`config.mk`:
```
export PLATFORM = sky130hd
export DESIGN_NAME = stream_byte_source
export DESIGN_NICKNAME = d
export VERILOG_FILES = /design/src/rtl/stream_byte_source.sv
export SDC_FILE = /design/constraint.sdc
export NUM_CORES = 1
export LEC_CHECK = 0
export ABC_AREA = 1
export BUFFER_PORTS_ARGS = -buffer_cell sky130_fd_sc_hd__buf_2
export CAP_MARGIN = 20
export CORE_ASPECT_RATIO = 1.2
export CORE_MARGIN = 2
export CORE_UTILIZATION = 55
export CTS_BUF_LIST = sky130_fd_sc_hd__clkbuf_4
export CTS_CLUSTER_SIZE = 16
export DETAILED_ROUTE_END_ITERATION = 7
export GPL_TIMING_DRIVEN = 0
export HOLD_SLACK_MARGIN = 0.15
export PLACE_DENSITY_LB_ADDON = 0.15
export RECOVER_POWER = 50
export SETUP_SLACK_MARGIN = 0.1
export SYNTH_ARGS = -nofsm -noshare
export SYNTH_HDL_FRONTEND = slang
export SYNTH_SLANG_ARGS = --single-unit
```
`constraint.sdc`:
```
create_clock -name clk -period 7.19 [get_ports clk]
set_input_delay 0.719 -clock clk [delete_from_list [all_inputs] [get_ports clk]]
set_output_delay 0.719 -clock clk [all_outputs]
set_load 0.02 [all_outputs]
```
`src/rtl/stream_byte_source.sv`:
```
// ---------------------------------------------------------------------------
// stream_byte_source : 32-bit word FIFO feeding an LSB-first byte serializer
// Revision: 1.0
// ---------------------------------------------------------------------------
`default_nettype none

module stream_byte_source #(
  parameter int DEPTH = 4,
  parameter int CNT_W = 16
) (
  input  logic                     clk,
  input  logic                     reset_n,
  input  logic                     clear,
  input  logic                     word_in_valid,
  output logic                     word_in_ready,
  input  logic [31:0]              word_in_data,
  output logic                     stream_out_valid,
  input  logic                     stream_out_ready,
  output logic [7:0]               stream_out_data,
  output logic [$clog2(DEPTH):0]   fifo_count,
  output logic [CNT_W-1:0]         bytes_sent
);

  localparam int AW = $clog2(DEPTH);
  localparam int CW = AW + 1;

  typedef enum logic [0:0] {S_IDLE = 1'b0, S_SEND = 1'b1} state_e;

  state_e            state_q, state_d;
  logic [1:0]        idx_q, idx_d;
  logic [31:0]       hold_q, hold_d;
  logic              valid_q, valid_d;
  logic [7:0]        data_q, data_d;
  logic [AW-1:0]     wr_q, wr_d;
  logic [AW-1:0]     rd_q, rd_d;
  logic [CW-1:0]     cnt_q, cnt_d;
  logic [CNT_W-1:0]  sent_q, sent_d;
  logic              rdy_en_q;
  logic [31:0]       mem_q [DEPTH];

  logic              push;
  logic              pop;
  logic              fire;
  logic              has_word;
  logic [31:0]       head;

  // Ready is held low during reset and for the release edge itself.
  assign word_in_ready    = rdy_en_q & (cnt_q != CW'(DEPTH));
  assign stream_out_valid = valid_q;
  assign stream_out_data  = data_q;
  assign fifo_count       = cnt_q;
  assign bytes_sent       = sent_q;

  assign fire     = valid_q & stream_out_ready;
  assign has_word = (cnt_q != '0);
  assign head     = mem_q[rd_q];
  assign push     = word_in_valid & word_in_ready & ~clear;

  always_comb begin
    state_d = state_q;
    idx_d   = idx_q;
    hold_d  = hold_q;
    valid_d = valid_q;
    data_d  = data_q;
    wr_d    = wr_q;
    rd_d    = rd_q;
    cnt_d   = cnt_q;
    sent_d  = sent_q;
    pop     = 1'b0;

    // The output handshake still counts on a clearing edge.
    if (fire) begin
      sent_d = sent_q + CNT_W'(1);
    end

    if (clear) begin
      state_d = S_IDLE;
      valid_d = 1'b0;
      idx_d   = 2'd0;
      cnt_d   = '0;
      wr_d    = '0;
      rd_d    = '0;
    end else begin
      case (state_q)
        S_IDLE: begin
          if (has_word) begin
            pop = 1'b1;
          end
        end
        S_SEND: begin
          if (fire) begin
            if (idx_q != 2'd3) begin
              idx_d  = idx_q + 2'd1;
              data_d = hold_q[8*idx_d +: 8];
            end else if (has_word) begin
              pop = 1'b1;
            end else begin
              state_d = S_IDLE;
              valid_d = 1'b0;
            end
          end
        end
        default: state_d = S_IDLE;
      endcase

      // Back-to-back words reload the hold register without a bubble.
      if (pop) begin
        hold_d  = head;
        data_d  = head[7:0];
        idx_d   = 2'd0;
        valid_d = 1'b1;
        state_d = S_SEND;
        rd_d    = rd_q + AW'(1);
      end
      if (push) begin
        wr_d = wr_q + AW'(1);
      end
      cnt_d = cnt_q + CW'(push) - CW'(pop);
    end
  end

  always_ff @(posedge clk or negedge reset_n) begin
    if (!reset_n) begin
      state_q  <= S_IDLE;
      idx_q    <= 2'd0;
      hold_q   <= '0;
      valid_q  <= 1'b0;
      data_q   <= '0;
      wr_q     <= '0;
      rd_q     <= '0;
      cnt_q    <= '0;
      sent_q   <= '0;
      rdy_en_q <= 1'b0;
    end else begin
      state_q  <= state_d;
      idx_q    <= idx_d;
      hold_q   <= hold_d;
      valid_q  <= valid_d;
      data_q   <= data_d;
      wr_q     <= wr_d;
      rd_q     <= rd_d;
      cnt_q    <= cnt_d;
      sent_q   <= sent_d;
      rdy_en_q <= 1'b1;
    end
  end

  always_ff @(posedge clk) begin
    if (push) begin
      mem_q[wr_q] <= word_in_data;
    end
  end

endmodule

`default_nettype wire
```
Yosys cells after proc, flatten, opt, wreduce, memory -nomap -nowiden
Memory sizes are Yosys's and may differ from the RTL's.
Cells that the tools add are included.
{"block": "op_classes", "n_bitwise": 6, "n_addsub": 6, "n_shift": 1, "eq_ne": 4, "reduce_logical": 13, "n_mux": 32}
{"op": "8-bit 2-to-1 mux", "count": 4}
{"op": "32-bit by 6-bit indexed part select with 8-bit output", "count": 1}
{"op": "2-bit 2-to-1 mux", "count": 9}
{"op": "1-bit 2-to-1 mux", "count": 17}
{"op": "16-bit by 1-bit adder with 16-bit output (second input constant)", "count": 1}
{"op": "3-bit nonzero test", "count": 4}
{"op": "2-bit nonzero test", "count": 5}
{"op": "4-bit AND reduction", "count": 2}
{"op": "2-bit by 1-bit adder with 2-bit output (second input constant)", "count": 3}
{"op": "3-bit by 2-bit != test with 1-bit output (second input constant)", "count": 2}
{"op": "1-bit AND", "count": 4}
{"op": "3-bit by 1-bit adder with 3-bit output", "count": 1}
{"op": "3-bit 2-to-1 mux", "count": 1}
{"op": "3-bit != test (second input constant)", "count": 1}
{"op": "3-bit AND reduction", "count": 1}
{"op": "3-bit by 1-bit subtractor with 3-bit output", "count": 1}
{"op": "2-bit != test (second input constant)", "count": 1}
{"op": "1-bit NOT", "count": 2}
{"op": "1-bit case mux with 2 select lines", "count": 1}
{"op": "2-bit AND reduction", "count": 1}
{"block": "totals", "out_inout_bits": 29, "ff_bits": 68, "inputBits": 37, "mem_count": 1, "word_cells": 73, "ramBits": 128}
{"memory": "mem_q", "depth": 4, "word_bits": 32, "rd": 1, "rd_clocked_by_memory_dff": 0, "wr": 1, "line_no": "39", "rtl": "logic [31:0] mem_q [DEPTH];"}

Logic depth before layout (Yosys ltp)
Gate-level depths: netlist of the first run.
{"block": "logic_depth", "word_depth": 8, "depth_mapped": 13, "ltp_nobuf": 12}

Worst setup path after synthesis of the first run
OpenSTA, ideal clock, no wires.
{"block": "synth_path", "path_type": "reg2reg", "start": "reg cnt_q[1] (netlist: fifo_count[1])", "end": "mem mem_q[0][0], enable pin", "slack_ns": 4.134, "required_time_ns": 6.769, "stages_incl_launch_ff": 7, "t_arrival_ns": 2.635, "setup_ns": 0.421, "path_buffers": 0, "period_less_slack_ns": 3.056, "path_cell_list": "dfrtp_1 > nor2_4 > a21boi_2 > nand2_1 > nor2_1 > inv_1 > nor2_1"}
{"block": "synth_between", "elab_chain_cells": 6}
{"element": "start: declaration", "line_no": "36", "rtl": "logic [CW-1:0] cnt_q, cnt_d;"}
{"element": "start signal: assignment", "line_no": "142", "rtl": "cnt_q <= cnt_d;"}
{"element": "3-bit != test", "line_no": "48", "rtl": "assign word_in_ready = rdy_en_q & (cnt_q != CW'(DEPTH));"}
{"element": "1-bit AND", "line_no": "48"}
{"element": "net word_in_ready", "line_no": "15", "rtl": "output logic word_in_ready,"}
{"element": "1-bit AND (2 in a row)", "line_no": "57", "rtl": "assign push = word_in_valid & word_in_ready & ~clear;"}
{"element": "1-bit 2-to-1 mux", "line_no": "149", "rtl": "if (push) begin"}
{"element": "1-bit 2-to-1 mux (not written as such)", "line_no": "150", "rtl": "mem_q[wr_q] <= word_in_data;"}
{"element": "end: declaration", "line_no": "39"}
The timed path passes the listed nets, and every way through them passes these cells.

==> impl_metrics.tcl, run 1 <==
set metrics [dict create \
    synth.lib_cells_used.distinct 35 \
    whs_path_depth 1 \
    max_clock_freq_ghz 0.299 \
    die_area_um2 16100 \
    cts.htree.levels 4 \
    drc_errors 0 \
    worst_pin_slew_ns 3.62 \
    worst_ir_drop_vdd_mv 0.166 \
    total_track_usage 0.233 \
    r2r_cells 12 \
    start_util 0.559 \
    worstSkewPairLatency_ns 0.60 \
    drv_cap 1 \
    rsz0062_at_grt "no" \
    violated_checks "capacitance limit, slew limit" \
    crit_family "buffers and inverters" \
    arrival_ns 3.26 \
    synth_top_family_by_area "simple AND/OR/NAND/NOR gates" \
    vias_cell 5.27 \
    share_of_the_synthesized_area_in_compound_gates_ao_oa_aoi_oai 0.0563 \
    drt-pass1-iter-count 5 \
    layout-area-overhead-vs-synth_pct 10.8 \
    crit_path_max_fanout 68 \
    sequential_to_total_area_share_from_yosys_stat 0.669 \
    critPathKind "in -> async" \
    netlist.area_leader.share 0.464 \
    height_of_the_die_um 138 \
    final-setup-viol-count 0 \
    hpwl_um 12400 \
    share_clk_of_total_power 0.171 \
    whs_ns 0.354 \
    synthesis.yosys.warnings 0 \
    synth_area_leaders "sky130_fd_sc_hd__edfxtp_1 (46%), sky130_fd_sc_hd__dfrtp_1 (21%), sky130_fd_sc_hd__nand2_1 (12%)" \
    grt_max_degree 69 \
    cell_type_with_the_largest_total_area_after_synthesis "sky130_fd_sc_hd__edfxtp_1" \
    antenna_found_initial 0 \
    crit_slowest_cell "sky130_fd_sc_hd__clkbuf_1" \
    synthesized_cell_area_um2 8290 \
    postRouteWirelength_um 17700 \
    syn_area_per_cell_um2 10.4 \
    row_count 49 \
    worst_setup_hold_path_clk_slew_ns 0.15 \
    clockRootBuffer "sky130_fd_sc_hd__clkbuf_4" \
    synth_xor_area_frac 0.00951 \
    syn-num-nets 841 \
    post_synth_mux_area_share 0 \
    synthSimpleGateAreaFrac 0.195 \
    worstSetupPathDepth 1 \
    clock_sinks 196 \
    number_of_synthesized_flops_with_an_enable_pin 128 \
    globalRoute.totalOverflow 0 \
    finish.net_count 928 \
    placer_s_final_routability_congestion_estimate 0.918 \
    syn-instance-count 795 \
    post_cts.repair.setup_buffers 0 \
    internal_power_mw 1.87 \
    grt_pass1_vias 5883 \
    comb_power_frac 0.355 \
    slew_headroom -1.41 \
    timing.critical_path.from_type "input port" \
    period_minus_slack_ns 3.34 \
    final_cycle_utilization_of_the_critical_path 0.464 \
    postSynthRegisterBits 196 \
    fin_setup_tns_ns 0 \
    number_of_antenna_repair_diodes 0 \
    status "finished with violations" \
    pwr_density_cell_nw_per_um2 335 \
    clock-skew-final_ns 0.0272 \
    setup.worst_path.end_class "asynchronous set/reset pin" \
    synth_top_cells_by_count "sky130_fd_sc_hd__nand2_1 (256), sky130_fd_sc_hd__edfxtp_1 (128), sky130_fd_sc_hd__nor2_1 (75)" \
    grt_first_pass_wirelength_um 28200 \
    critical_path.max_stage_delay_ns 2.51 \
    power.switching_fraction 0.391 \
    finalHoldViolCount 0 \
    worstPathBufferInverterCount 1 \
    worst_min_delay_path_category "in -> reg" \
    route.antenna.remaining_nets 0 \
    crit_chain "clkbuf_1" \
    synth.most_common_cell "sky130_fd_sc_hd__nand2_1" \
    routedWlPerCell_um 16.1 \
    synth_ff_type "sky130_fd_sc_hd__edfxtp_1" \
    ios 66 \
    power.sequential.fraction 0.475 \
    final_count_of_pins_violating_max_slew 69 \
    net-switching-power_mw 1.21 \
    core_um2 14800 \
    synth_fa_ha_area_frac 0.0145 \
    fp.dieW_um 116 \
    async_flop_share 0.347 \
    cts-root-to-sink-buffers 2 \
    holdBufCountCts 0 \
    cts_made_buffers 17 \
    post_route_cells_drive_above_1_share 0.111 \
    via_total_after_detailed_routing 5792 \
    power_leakage_nw 3.95 \
    cts_tree "yes" \
    port_buffers 64 \
    detail_route.iter0.violations 361 \
    cp_data_required_time_ns 7.11 \
    post_cts_resize_count 0 \
]
==> path summary, 6_finish.rpt <==
path	start	endpoint	slack, ns
worst max-delay path	reset_n	hold_q[1]	3.85
worst min-delay path	word_in_data[10]	mem_q[2][10]	0.35
worst max register to register	fifo_count[1]	fifo_count[2]	4.59
worst min register to register	hold_q[6]	hold_q[6]	0.50
max in group clk	fifo_count[1]	fifo_count[2]	4.59
min in group asynchronous	reset_n	fifo_count[1]	1.33
==> power groups by stage <==
stage | logic [mW] | clock network (mW) | registers, mW
finish | 1.09 | 0.525 | 1.46
global route | 1.22 | 0.585 | 1.48
CTS | 1.11 | 0.534 | 1.46
detailed placement | 1.10 | 0 | 1.49
global placement | 1.07 | 0 | 1.49
floorplan | 0.725 | 0 | 1.51
==> cells in the final DEF, fill, tap and decap left out <==
cell type / Yosys / routed
sky130_fd_sc_hd__o21bai_1: 1 / 1
sky130_fd_sc_hd__clkbuf_4: 0 / 19
sky130_fd_sc_hd__a21oi_4: 1 / 1
sky130_fd_sc_hd__ha_1: 8 / 8
sky130_fd_sc_hd__o21ai_0: 53 / 53
sky130_fd_sc_hd__clkinv_2: 0 / 1
sky130_fd_sc_hd__fa_1: 1 / 1
sky130_fd_sc_hd__a31oi_1: 1 / 1
sky130_fd_sc_hd__buf_16: 0 / 4
sky130_fd_sc_hd__nand2_1: 256 / 257
sky130_fd_sc_hd__buf_4: 4 / 4
sky130_fd_sc_hd__nand2_4: 1 / 1
sky130_fd_sc_hd__conb_1: 1 / 1
sky130_fd_sc_hd__o21ai_1: 1 / 1
sky130_fd_sc_hd__nor2_8: 1 / 1
sky130_fd_sc_hd__clkinvlp_4: 0 / 4
sky130_fd_sc_hd__clkinv_1: 1 / 2
sky130_fd_sc_hd__clkinv_4: 0 / 3
sky130_fd_sc_hd__buf_6: 7 / 7
sky130_fd_sc_hd__clkbuf_1: 9 / 42
sky130_fd_sc_hd__inv_1: 63 / 63
sky130_fd_sc_hd__a21boi_0: 0 / 1
sky130_fd_sc_hd__xnor2_1: 2 / 2
sky130_fd_sc_hd__inv_6: 0 / 3
sky130_fd_sc_hd__nor2_1: 75 / 73
sky130_fd_sc_hd__xor2_1: 7 / 7
sky130_fd_sc_hd__nand4_1: 5 / 5
sky130_fd_sc_hd__dfrtp_1: 68 / 68
sky130_fd_sc_hd__nand3_1: 52 / 52
sky130_fd_sc_hd__nor3_1: 3 / 4
sky130_fd_sc_hd__buf_1: 1 / 1
sky130_fd_sc_hd__inv_8: 0 / 1
sky130_fd_sc_hd__edfxtp_1: 128 / 128
sky130_fd_sc_hd__o22ai_1: 24 / 24
sky130_fd_sc_hd__nor2_4: 1 / 4
sky130_fd_sc_hd__inv_2: 2 / 2
sky130_fd_sc_hd__a21oi_1: 1 / 1
sky130_fd_sc_hd__inv_4: 1 / 1
sky130_fd_sc_hd__buf_2: 12 / 43
==> per-layer routing <==
layer / global-route usage / share of wire / vias to the layer above
li1: - / - / 2798
met1: 0.289 / 0.41 / 2805
met2: 0.397 / 0.52 / 156
met3: 0.0465 / 0.047 / 33
met4: 0.0921 / 0.025 / 0
met5: 0 / 0 / -
==> stage by stage <==
stage           util  power [mW]  worst slack, ns  instance area (µm²)  instances
2_1_floorplan      -        2.24             4.13                 8290        795
6_report       0.619        3.08             3.85                 9190       1099
3_5_place_dp   0.607        2.59             4.53                 9010       1067
5_1_grt        0.619        3.29             3.07                 9190       1099
4_1_cts        0.624        3.11             4.68                 9250       1099
3_3_place_gp   0.597        2.55             2.99                 8860       1063
==> sequential cells by signal, indices dropped and copies added (netlist names) <==
register and cells:
mem_q 128, hold_q 32, bytes_sent 16, stream_out_data 8
fifo_count 3, idx_q 2, rd_q 2, wr_q 2
rdy_en_q 1, state_q 1, stream_out_valid 1
==> final cells by class <==
type	instances	area [µm²]
inverters	67	254
well taps	204	255
plain buffers	33	206
fillers	1222	5650
multi-input cells	499	2290
clock inverters	13	103
clock buffers	19	143
repair buffers	68	389
flip-flops and latches	196	5550
==> logic make-up (layout without fill, tap and decap cells) <==
| group | Yosys count | count (layout) |
|---|---|---|
| simple gates | 397 | 397 |
| flops | 196 | 196 |
| buf+inv | 100 | 200 |
| compound gates | 83 | 83 |
| fa+ha+maj | 9 | 9 |
| xor+xnor | 9 | 9 |
| other cells | 1 | 1 |
Power figures use the tool's default switching activity.
==> run 2: changes to the inputs <==
clock period = 3.31 ns   (was 7.19 ns; I/O delays follow)
==> impl_metrics.tcl, run 2 (synthesis gave the netlist of run 1 again) <==
set metrics [dict create \
    fp.dieW_um 116 \
    cts.htree.levels 4 \
    period_minus_slack_ns 2.59 \
    cp_data_required_time_ns 3.85 \
    via_total_after_detailed_routing 5955 \
    final_cycle_utilization_of_the_critical_path 0.783 \
    largest_register_ff_count 128 \
    row_count 49 \
    post-route-cell-area_um2 9550 \
    pre_cts_slack_ns 0.825 \
    final_count_of_pins_violating_max_slew 69 \
    finish.cell_count_without_fillers 1135 \
    cell_count_post_placement 1067 \
    placer_s_final_routability_congestion_estimate 0.918 \
    die_area_um2 16100 \
    clockRootBuffer "sky130_fd_sc_hd__clkbuf_4" \
    worst_ir_drop_vdd_mv 0.357 \
    drt-pass1-iter-count 5 \
    setup.reg_to_reg.worst_slack_ns 0.72 \
    clock-skew-final_ns 0.0251 \
    detail_route.iter0.violations 349 \
    max_clock_freq_ghz 0.386 \
    grt_max_degree 69 \
    cts_tree "yes" \
    pwr_density_cell_nw_per_um2 704 \
    cts_made_buffers 17 \
    final_common_cell "sky130_fd_sc_hd__nand2_1" \
    postRouteWirelength_um 18200 \
    drv_cap 1 \
    regMostFlops "mem_q" \
    total_track_usage 0.238 \
    arrival_ns 3.14 \
    antenna_found_initial 0 \
    core_um2 14800 \
    critical_path.startpoint "fifo_count[1]" \
    setup_slack_ns 0.717 \
    worst_setup_hold_path_clk_slew_ns 0.15 \
    comb_power_frac 0.359 \
    critical_path.max_stage_delay_ns 0.47 \
    internal_power_mw 4.10 \
    crit_path_max_fanout 5 \
    crit_chain "nor2_1 > a21boi_0 > nand2_1 > nor2_1 > inv_1 > ha_1 > inv_1 > ha_1 > inv_1 > fa_1 > xor2_1 > nor2_1" \
    grt_first_pass_wirelength_um 29000 \
    finalHoldViolCount 0 \
    route.antenna.remaining_nets 0 \
    destination_of_the_critical_timing_path "fifo_count[2]" \
    crit_slowest_cell "sky130_fd_sc_hd__dfrtp_1" \
    timing.rr.end "fifo_count[2]" \
    setup.worst_path.end_class "flop" \
    power.switching_fraction 0.391 \
    violated_checks "capacitance limit, slew limit" \
    vias_cell 5.25 \
    drc_errors 0 \
    routedWlPerCell_um 16.0 \
    status "finished with violations" \
    r2r_cells 12 \
    port_buffers 64 \
    number_of_antenna_repair_diodes 0 \
    rr_startpoint "fifo_count[1]" \
    cts-root-to-sink-buffers 2 \
    worst_pin_slew_ns 1.68 \
    slew_headroom -0.120 \
    rsz0062_at_grt "no" \
    final_cell_mix "sky130_fd_sc_hd__nand2_1 (257), sky130_fd_sc_hd__edfxtp_1 (128), sky130_fd_sc_hd__nor2_1 (73)" \
    post_cts.repair.setup_buffers 0 \
    globalRoute.totalOverflow 0 \
    clock_sinks 196 \
    ios 66 \
    layout-area-overhead-vs-synth_pct 15.2 \
    timing.critical_path.from_type "flop" \
    worst_min_delay_path_category "reg -> reg" \
    net-switching-power_mw 2.63 \
    fin_util 0.644 \
    height_of_the_die_um 138 \
    grt_pass1_vias 6069 \
    share_clk_of_total_power 0.169 \
    final-setup-viol-count 0 \
    critPathKind "reg -> reg" \
    start_util 0.559 \
    worstSkewPairLatency_ns 0.59 \
    finish.net_count 964 \
    post_route_cells_drive_above_1_share 0.107 \
    power.sequential.fraction 0.473 \
    placedInstanceArea_um2 9010 \
    post_cts_resize_count 0 \
    power_leakage_nw 4.11 \
    hpwl_um 12400 \
]
-- run 2: cell count changes in the layout (fill, tap and decap cells not counted), sizes merged --
cell and delta:
dlygate4sd3 +36
-- run 2: how the worst min path moves through the flow --
stage	from	depth (start not counted)	slack (ns)	endpoint
4_1_cts	reset_n	2	0.36	bytes_sent[6]
5_1_grt	word_in_data[18]	2	0.49	mem_q[0][18]
3_3_place_gp	stream_out_data[0]	2	0.46	stream_out_data[0]
3_5_place_dp	hold_q[6]	2	0.46	hold_q[6]
6_report	hold_q[6]	2	0.50	hold_q[6]
2_1_floorplan	reset_n	0	0.04	bytes_sent[0]
-- run 2: layer usage --
layer | GRT usage | vias up | wire (µm)
met4 | 0.0902 | 0 | 365
met3 | 0.0473 | 26 | 882
met1 | 0.294 | 2889 | 7450
met5 | 0 | - | 0
li1 | - | 2875 | -
met2 | 0.410 | 165 | 9470
-- run 2: layout make-up --
class / count / area, µm²
buffer: 33 / 206
clock buffer: 19 / 143
clock inverter: 13 / 103
fill: 1197 / 5290
inverter: 67 / 254
multi-input combinational: 499 / 2290
sequential: 196 / 5550
tap: 204 / 255
timing repair buffer: 104 / 751
-- run 2: timing repair --
item | 4_1_cts | 5_1_grt
setup endpoints to repair | 0 | 0
hold endpoints to repair | 207 | 0
hold buffers | 36 | 0
-- run 2: critical path, delay by kind of cell, from the launching register on --
family | cells | cell delay [ns]
buffers and inverters | 3 | 0.41
and+or+nand+nor | 4 | 0.55
DFF | 1 | 0.47
adders and majority gates | 3 | 0.80
xor gates and xnor gates | 1 | 0.16
AOI/OAI and AO/OA | 1 | 0.17
-- run 2: through the flow --
step | power [mW] | TNS, ns | hold WS [ns]
final | 6.73 | 0 | 0.495
after global routing | 7.18 | 0 | 0.491
after CTS | 6.78 | 0 | 0.361
after detailed placement | 5.63 | 0 | 0.459
after global placement | 5.55 | -86.07 | 0.459
after floorplan | 4.86 | 0 | 0.0354
-- run 2: power groups by stage --
stage                     Sequential, mW  Combinational, mW  Clock [mW]
after detailed placement            3.23               2.40           0
after CTS                           3.18               2.44        1.16
after global routing                3.22               2.70        1.27
final                               3.18               2.41        1.13
after global placement              3.23               2.32           0
after floorplan                     3.29               1.58           0
